--- config.mk ---
export PLATFORM = sky130hd
export DESIGN_NAME = inst_buffer_drain
export DESIGN_NICKNAME = d
export VERILOG_FILES = /design/src/rtl/inst_buffer_drain.sv
export SDC_FILE = /design/constraint.sdc
export NUM_CORES = 1
export LEC_CHECK = 0
export ABC_AREA = 0
export CORE_AREA = 2 2 407 409
export DETAILED_ROUTE_END_ITERATION = 16
export DIE_AREA = 0 0 409 411
export PLACE_DENSITY = 0.41
export SYNTH_ARGS = -nofsm -noshare
export SYNTH_HDL_FRONTEND = slang
export SYNTH_SLANG_ARGS = --single-unit
--- constraint.sdc ---
create_clock -name clk -period 20.7 [get_ports clk]
set_clock_uncertainty 0.1 [all_clocks]
set_input_delay 2.07 -clock clk [delete_from_list [all_inputs] [get_ports clk]]
set_output_delay 2.07 -clock clk [all_outputs]
set_load 0.02 [all_outputs]
--- src/rtl/inst_buffer_drain.sv ---
// -----------------------------------------------------------------------------
// inst_buffer_drain
//
// Consumer end of the instruction buffer, sitting between the buffer and
// rename. Each cycle it decides whether the 4-wide bundle at the buffer head
// is taken, drives the buffer's stall input, latches the accepted bundle into
// a pipeline register for rename, and tracks free branch checkpoints so a
// bundle is only accepted when every branch in it can get a tag.
//
// Ports:
//   clk                  clock
//   reset                synchronous, active-high reset
//   flush_i              control-mispredict flush
//   instBufferReady_i    buffer holds at least DISPATCH_WIDTH instructions
//   decodedPacket0..3_i  head bundle from the buffer
//   branchCount_i        number of branches in the head bundle
//   backendStall_i       rename/IQ/active list cannot accept this cycle
//   resolveCount_i       checkpoints freed this cycle
//   stall_o              buffer stall; 1 means the head is not taken
//   renameReady_o        output bundle register is valid
//   decodedPacket0..3_o  latched bundle
//   branchCount_o        branch count of the latched bundle
//   freeTags_o           current free checkpoint count
//   tagOverflow_o        sticky error: resolves pushed the count past MAX_BRANCH
// -----------------------------------------------------------------------------
module inst_buffer_drain #(
  parameter int PACKET_W       = 128,
  parameter int DISPATCH_WIDTH = 4,
  parameter int MAX_BRANCH     = 8,
  parameter int TAG_W          = 4,
  parameter int BC_W           = 3
) (
  input  logic                clk,
  input  logic                reset,
  input  logic                flush_i,
  input  logic                instBufferReady_i,
  input  logic [PACKET_W-1:0] decodedPacket0_i,
  input  logic [PACKET_W-1:0] decodedPacket1_i,
  input  logic [PACKET_W-1:0] decodedPacket2_i,
  input  logic [PACKET_W-1:0] decodedPacket3_i,
  input  logic [BC_W-1:0]     branchCount_i,
  input  logic                backendStall_i,
  input  logic [BC_W-1:0]     resolveCount_i,
  output logic                stall_o,
  output logic                renameReady_o,
  output logic [PACKET_W-1:0] decodedPacket0_o,
  output logic [PACKET_W-1:0] decodedPacket1_o,
  output logic [PACKET_W-1:0] decodedPacket2_o,
  output logic [PACKET_W-1:0] decodedPacket3_o,
  output logic [BC_W-1:0]     branchCount_o,
  output logic [TAG_W-1:0]    freeTags_o,
  output logic                tagOverflow_o
);

  localparam logic [TAG_W-1:0] MaxTags     = TAG_W'(MAX_BRANCH);
  localparam logic [TAG_W:0]   MaxTagsWide = (TAG_W+1)'(MAX_BRANCH);

  logic [PACKET_W-1:0] packetIn [DISPATCH_WIDTH];
  logic [PACKET_W-1:0] packetQ  [DISPATCH_WIDTH];

  logic             consume;
  logic             holdFull;
  logic             tagShort;
  logic             load;
  logic [TAG_W-1:0] branchCountExt;
  logic [TAG_W-1:0] resolveCountExt;
  logic [TAG_W:0]   tagTaken;
  logic [TAG_W:0]   tagNext;
  logic             tagClamp;

  assign packetIn[0] = decodedPacket0_i;
  assign packetIn[1] = decodedPacket1_i;
  assign packetIn[2] = decodedPacket2_i;
  assign packetIn[3] = decodedPacket3_i;

  assign decodedPacket0_o = packetQ[0];
  assign decodedPacket1_o = packetQ[1];
  assign decodedPacket2_o = packetQ[2];
  assign decodedPacket3_o = packetQ[3];

  assign branchCountExt  = TAG_W'(branchCount_i);
  assign resolveCountExt = TAG_W'(resolveCount_i);

  // Handshake. A full register with a stalled backend blocks the head; so does
  // a bundle with more branches than there are free checkpoints right now.
  assign consume  = renameReady_o & ~backendStall_i;
  assign holdFull = renameReady_o & backendStall_i;
  assign tagShort = branchCountExt > freeTags_o;
  assign stall_o  = reset | flush_i | holdFull | tagShort;
  assign load     = instBufferReady_i & ~stall_o;

  // Next free-tag count, one bit wider so an excess of resolves is visible.
  // The subtraction cannot wrap: load already implies ~tagShort.
  always_comb begin
    // NOTE: every always_comb output gets a default first so no path leaves it
    // unassigned, which would infer a latch.
    tagTaken = '0;
    if (load) tagTaken = {1'b0, branchCountExt};
    tagNext  = {1'b0, freeTags_o} - tagTaken + {1'b0, resolveCountExt};
  end

  assign tagClamp = tagNext > MaxTagsWide;

  // Output bundle register. A consume and a load in the same cycle simply
  // replace the contents, keeping renameReady_o high for full throughput.
  // A flush invalidates the bundle but leaves the stale packets in place.
  always_ff @(posedge clk) begin
    // NOTE: sequential state uses non-blocking assignments so every flop
    // samples its inputs from before the edge, independent of statement order.
    if (reset) begin
      renameReady_o <= 1'b0;
      branchCount_o <= '0;
      // NOTE: the packet holders are ordinary flops rather than a memory array,
      // so they are reset along with the valid bit.
      for (int i = 0; i < DISPATCH_WIDTH; i++) packetQ[i] <= '0;
    end else if (flush_i) begin
      renameReady_o <= 1'b0;
    end else if (load) begin
      renameReady_o <= 1'b1;
      branchCount_o <= branchCount_i;
      for (int i = 0; i < DISPATCH_WIDTH; i++) packetQ[i] <= packetIn[i];
    end else if (consume) begin
      renameReady_o <= 1'b0;
    end
  end

  // Free checkpoint counter. A flush returns every checkpoint and ignores
  // that cycle's resolves; the overflow flag survives flushes.
  always_ff @(posedge clk) begin
    if (reset) begin
      freeTags_o    <= MaxTags;
      tagOverflow_o <= 1'b0;
    end else if (flush_i) begin
      freeTags_o    <= MaxTags;
    end else if (tagClamp) begin
      freeTags_o    <= MaxTags;
      tagOverflow_o <= 1'b1;
    end else begin
      freeTags_o    <= tagNext[TAG_W-1:0];
    end
  end

endmodule

==> impl_metrics.csv <==
group,metric,value,unit
die,die_area,168000,um^2
global_route,grt_pass1_vias,13600,
sta,rsz0062_at_grt,"no",
route,drc_errors,0,
global_route,grt_usage,0.101,
min_path,hp-start,"renameReady_o$_SDFFE_PP0P_",
synth,syn-cell-area,19500,um^2
route,dr.first_iter.drc_count,793,
finish,final_cell_area,34700,um^2
clock_tree,clock_path_buffers,3,
finish,final_nets,2756,
synth,ys_async_sr_fraction,0,
placed_design,place_area,32600,um^2
sta,drv_slew,0,
min_path,whs_path_depth,1,
flow_run,maxCapViolations,0,
pwr,p_per_area,82.7,nW/um^2
global_route,grt_max_degree,177,
worst_setup_path,cp.arrival,7450,ps
worst_setup_path,r2r_end,"packetQ[3][7]$_SDFFCE_PN0P_",
synth,synth_cells,1158,
worst_setup_path,cp_slowest_stage_delay,930,ps
die,rows,149,
global_route,grt_pass1_wl,117000,um
finish,mostFrequentLayoutCells,"clkdlybuf4s50_1, and2_1, edfxtp_1",
worst_setup_path,cp_max_fo,130,
worst_setup_path,crit_buf_inv,4,
worst_setup_path,r2r-start,"freeTags_o[1]$_SDFF_PP0_",
clock_tree,cts.clk_slew.worst_paths,60,ps
synth,ys_seq_elements,521,
finish,final_common_cell,"clkdlybuf4s50_1",
min_path,hold_path_class,"reg2reg",
worst_setup_path,reg2regPathDepth,9,
placed_design,dp_slack,12680,ps
worst_setup_path,r2r_slack,14900,ps
worst_setup_path,worstSetupStartpointType,"primary input",
clock_tree,cts_setup_buffers,0,
clock_tree,clk_latency,630,ps
die,core_area,164000,um^2
die,fp.dieW,409,um
finish,multi_input_area,3670,um^2
sta,finalSetupViolations,0,
placed_design,gp_congestion,0.806,
sta,slew_headroom,0.254,
finish,fillers,17500,
synth,seq_area_frac_synth,0.797,
global_route,grt_util_met1,0.114,
clock_tree,cts_resized,0,
sta,timing.final.ws_setup,13390,ps
synth,synth-main-ff-cell,"edfxtp_1",
route,drt_pre_antenna_iters,4,
sta,hold_viol,0,
worst_setup_path,crit_type,"in2reg",
synth,ys_warn_count,0,
finish,utilization,0.212,
die,start_util,0.119,
clock_tree,cts_inserted_buffers,69,
worst_setup_path,crit_chain,"clkdlybuf4s50_1 > ha_1 > nor2b_1 > nor3_1 > o311a_4 > or2_4 > buf_12 > buf_4 > buf_4",
sta,period_needed,7310,ps
worst_setup_path,critPathCaptureType,"flop",
route,vias_per_cell,3.00,
clock_tree,cts_tree,"yes",
global_route,grt_util_met3,0.0464,
global_route,overflow,0,
clock_tree,postCtsHoldBufs,0,
sta,clock.fmax,137,MHz
run_status,status,"complete, no violations",
finish,register_area,15600,um^2
finish,drive_above_1_share,0.0449,
sta,max_slew.worst_pin.slew,1120,ps
pwr,peakVddDrop,0.0000609,V
pwr,p_leak,0.0123,uW
synth,syn_nets,1692,
global_route,antenna_found_initial,39,
route,routed_wl,89000,um
clock_tree,htree_num_levels,3,
global_route,busiest_layer,"met2",
worst_setup_path,required,20840,ps
global_route,met2_usage,0.170,
synth,yosys.cell_types.count,33,
route,postRouteAntennaNets,0,
route,detail_route.wl_per_cell,19.9,um
clock_tree,cts.sink_count,521,
route,vias,13400,
min_path,hold_path_end,"renameReady_o$_SDFFE_PP0P_",
worst_setup_path,crit_slowest_cell,"buf_4",
placed_design,detailedPlacementHpwl,69500,um
sta,setup_tns,0,ps
synth,synth_edf_count,512,
placed_design,port-buffer-count,1044,
sta,finalCritPeriodShare,0.353,
die,dieHeight,411,um
worst_setup_path,critPathMostFrequentCell,"buf_4",
finish,area_growth,78.1,%
clock_tree,root_buffer,"clkbuf_16",
synth,synth.avg_cell_area,16.8,um^2
die,io_pins,1045,
worst_setup_path,cp_top_family,"buffers and inverters",
## per-layer routing
layer,part of all wire,wire length [um]
met5,0.0028,253
met4,0.021,1870
met3,0.11,9770
met2,0.49,44000
met1,0.37,33100
## area by class of cell
type	count	area share
antenna	13	0.000937
clock buffer	83	0.0527
clock inverter	40	0.00854
inverter	13	0.00140
multi-input combinational	564	0.106
sequential	521	0.448
tap	2189	0.0789
timing repair buffer	1053	0.304
## kinds of logic (layout without fill, tap and decap cells)
logic type	Yosys count	after routing	share of synthesized area
flops	521	521	0.797
buf+inv	73	1189	0.0148
simple gates	534	534	0.171
compound gates	14	14	0.00552
fa+ha+maj	11	11	0.00821
mux	3	3	0.00167
other cells	0	13	0
xor+xnor	2	2	0.000898
## cell usage after synthesis (2+ instances only)
library cell / count / area (um^2)
nor4_1: 2 / 12.5
a211oi_1: 2 / 15.0
dfxtp_1: 9 / 180
edfxtp_1: 512 / 15400
inv_1: 13 / 48.8
fa_1: 3 / 60.1
xnor2_1: 2 / 17.5
nor3_1: 4 / 20.0
nor4b_1: 2 / 17.5
mux2_1: 2 / 22.5
buf_2: 6 / 30.0
nor2b_1: 4 / 25.0
and2_1: 515 / 3220
ha_1: 8 / 100
nor2_1: 2 / 7.51
clkbuf_1: 53 / 199
a2111oi_0: 3 / 26.3
## flip-flops by register name, summed over array words and instances (netlist names)
| signal | count |
|---|---|
| packetQ | 512 |
| freeTags_o | 4 |
| branchCount_o | 3 |
| renameReady_o | 1 |
| tagOverflow_o | 1 |
## worst max path at each step
stage	startpoint	endpoint	slack (ps)	cells past startpoint
detailed placement	branchCount_i[1]	packetQ[3][57]$_SDFFCE_PN0P_	12680	9
global placement	branchCount_i[1]	packetQ[3][12]$_SDFFCE_PN0P_	12620	9
global route	branchCount_i[1]	packetQ[3][59]$_SDFFCE_PN0P_	13030	9
floorplan	branchCount_i[1]	packetQ[0][0]$_SDFFCE_PN0P_	5330	7
CTS	branchCount_i[1]	packetQ[3][36]$_SDFFCE_PN0P_	13410	9
finish	branchCount_i[1]	packetQ[3][7]$_SDFFCE_PN0P_	13390	9
## per-stage QoR
step	total power, uW	hold WS [ps]	std cells
6_report	2870	422	4476
3_3_place_gp	1750	406	4340
3_5_place_dp	1750	415	4340
2_1_floorplan	1480	447	1158
4_1_cts	2940	428	4463
5_1_grt	2990	455	4466
## power by group
part           internal [uW]  switching, uW
sequential              1240           26.2
clock                    668            483
combinational            228            225
(Power assumes the default switching activity.)
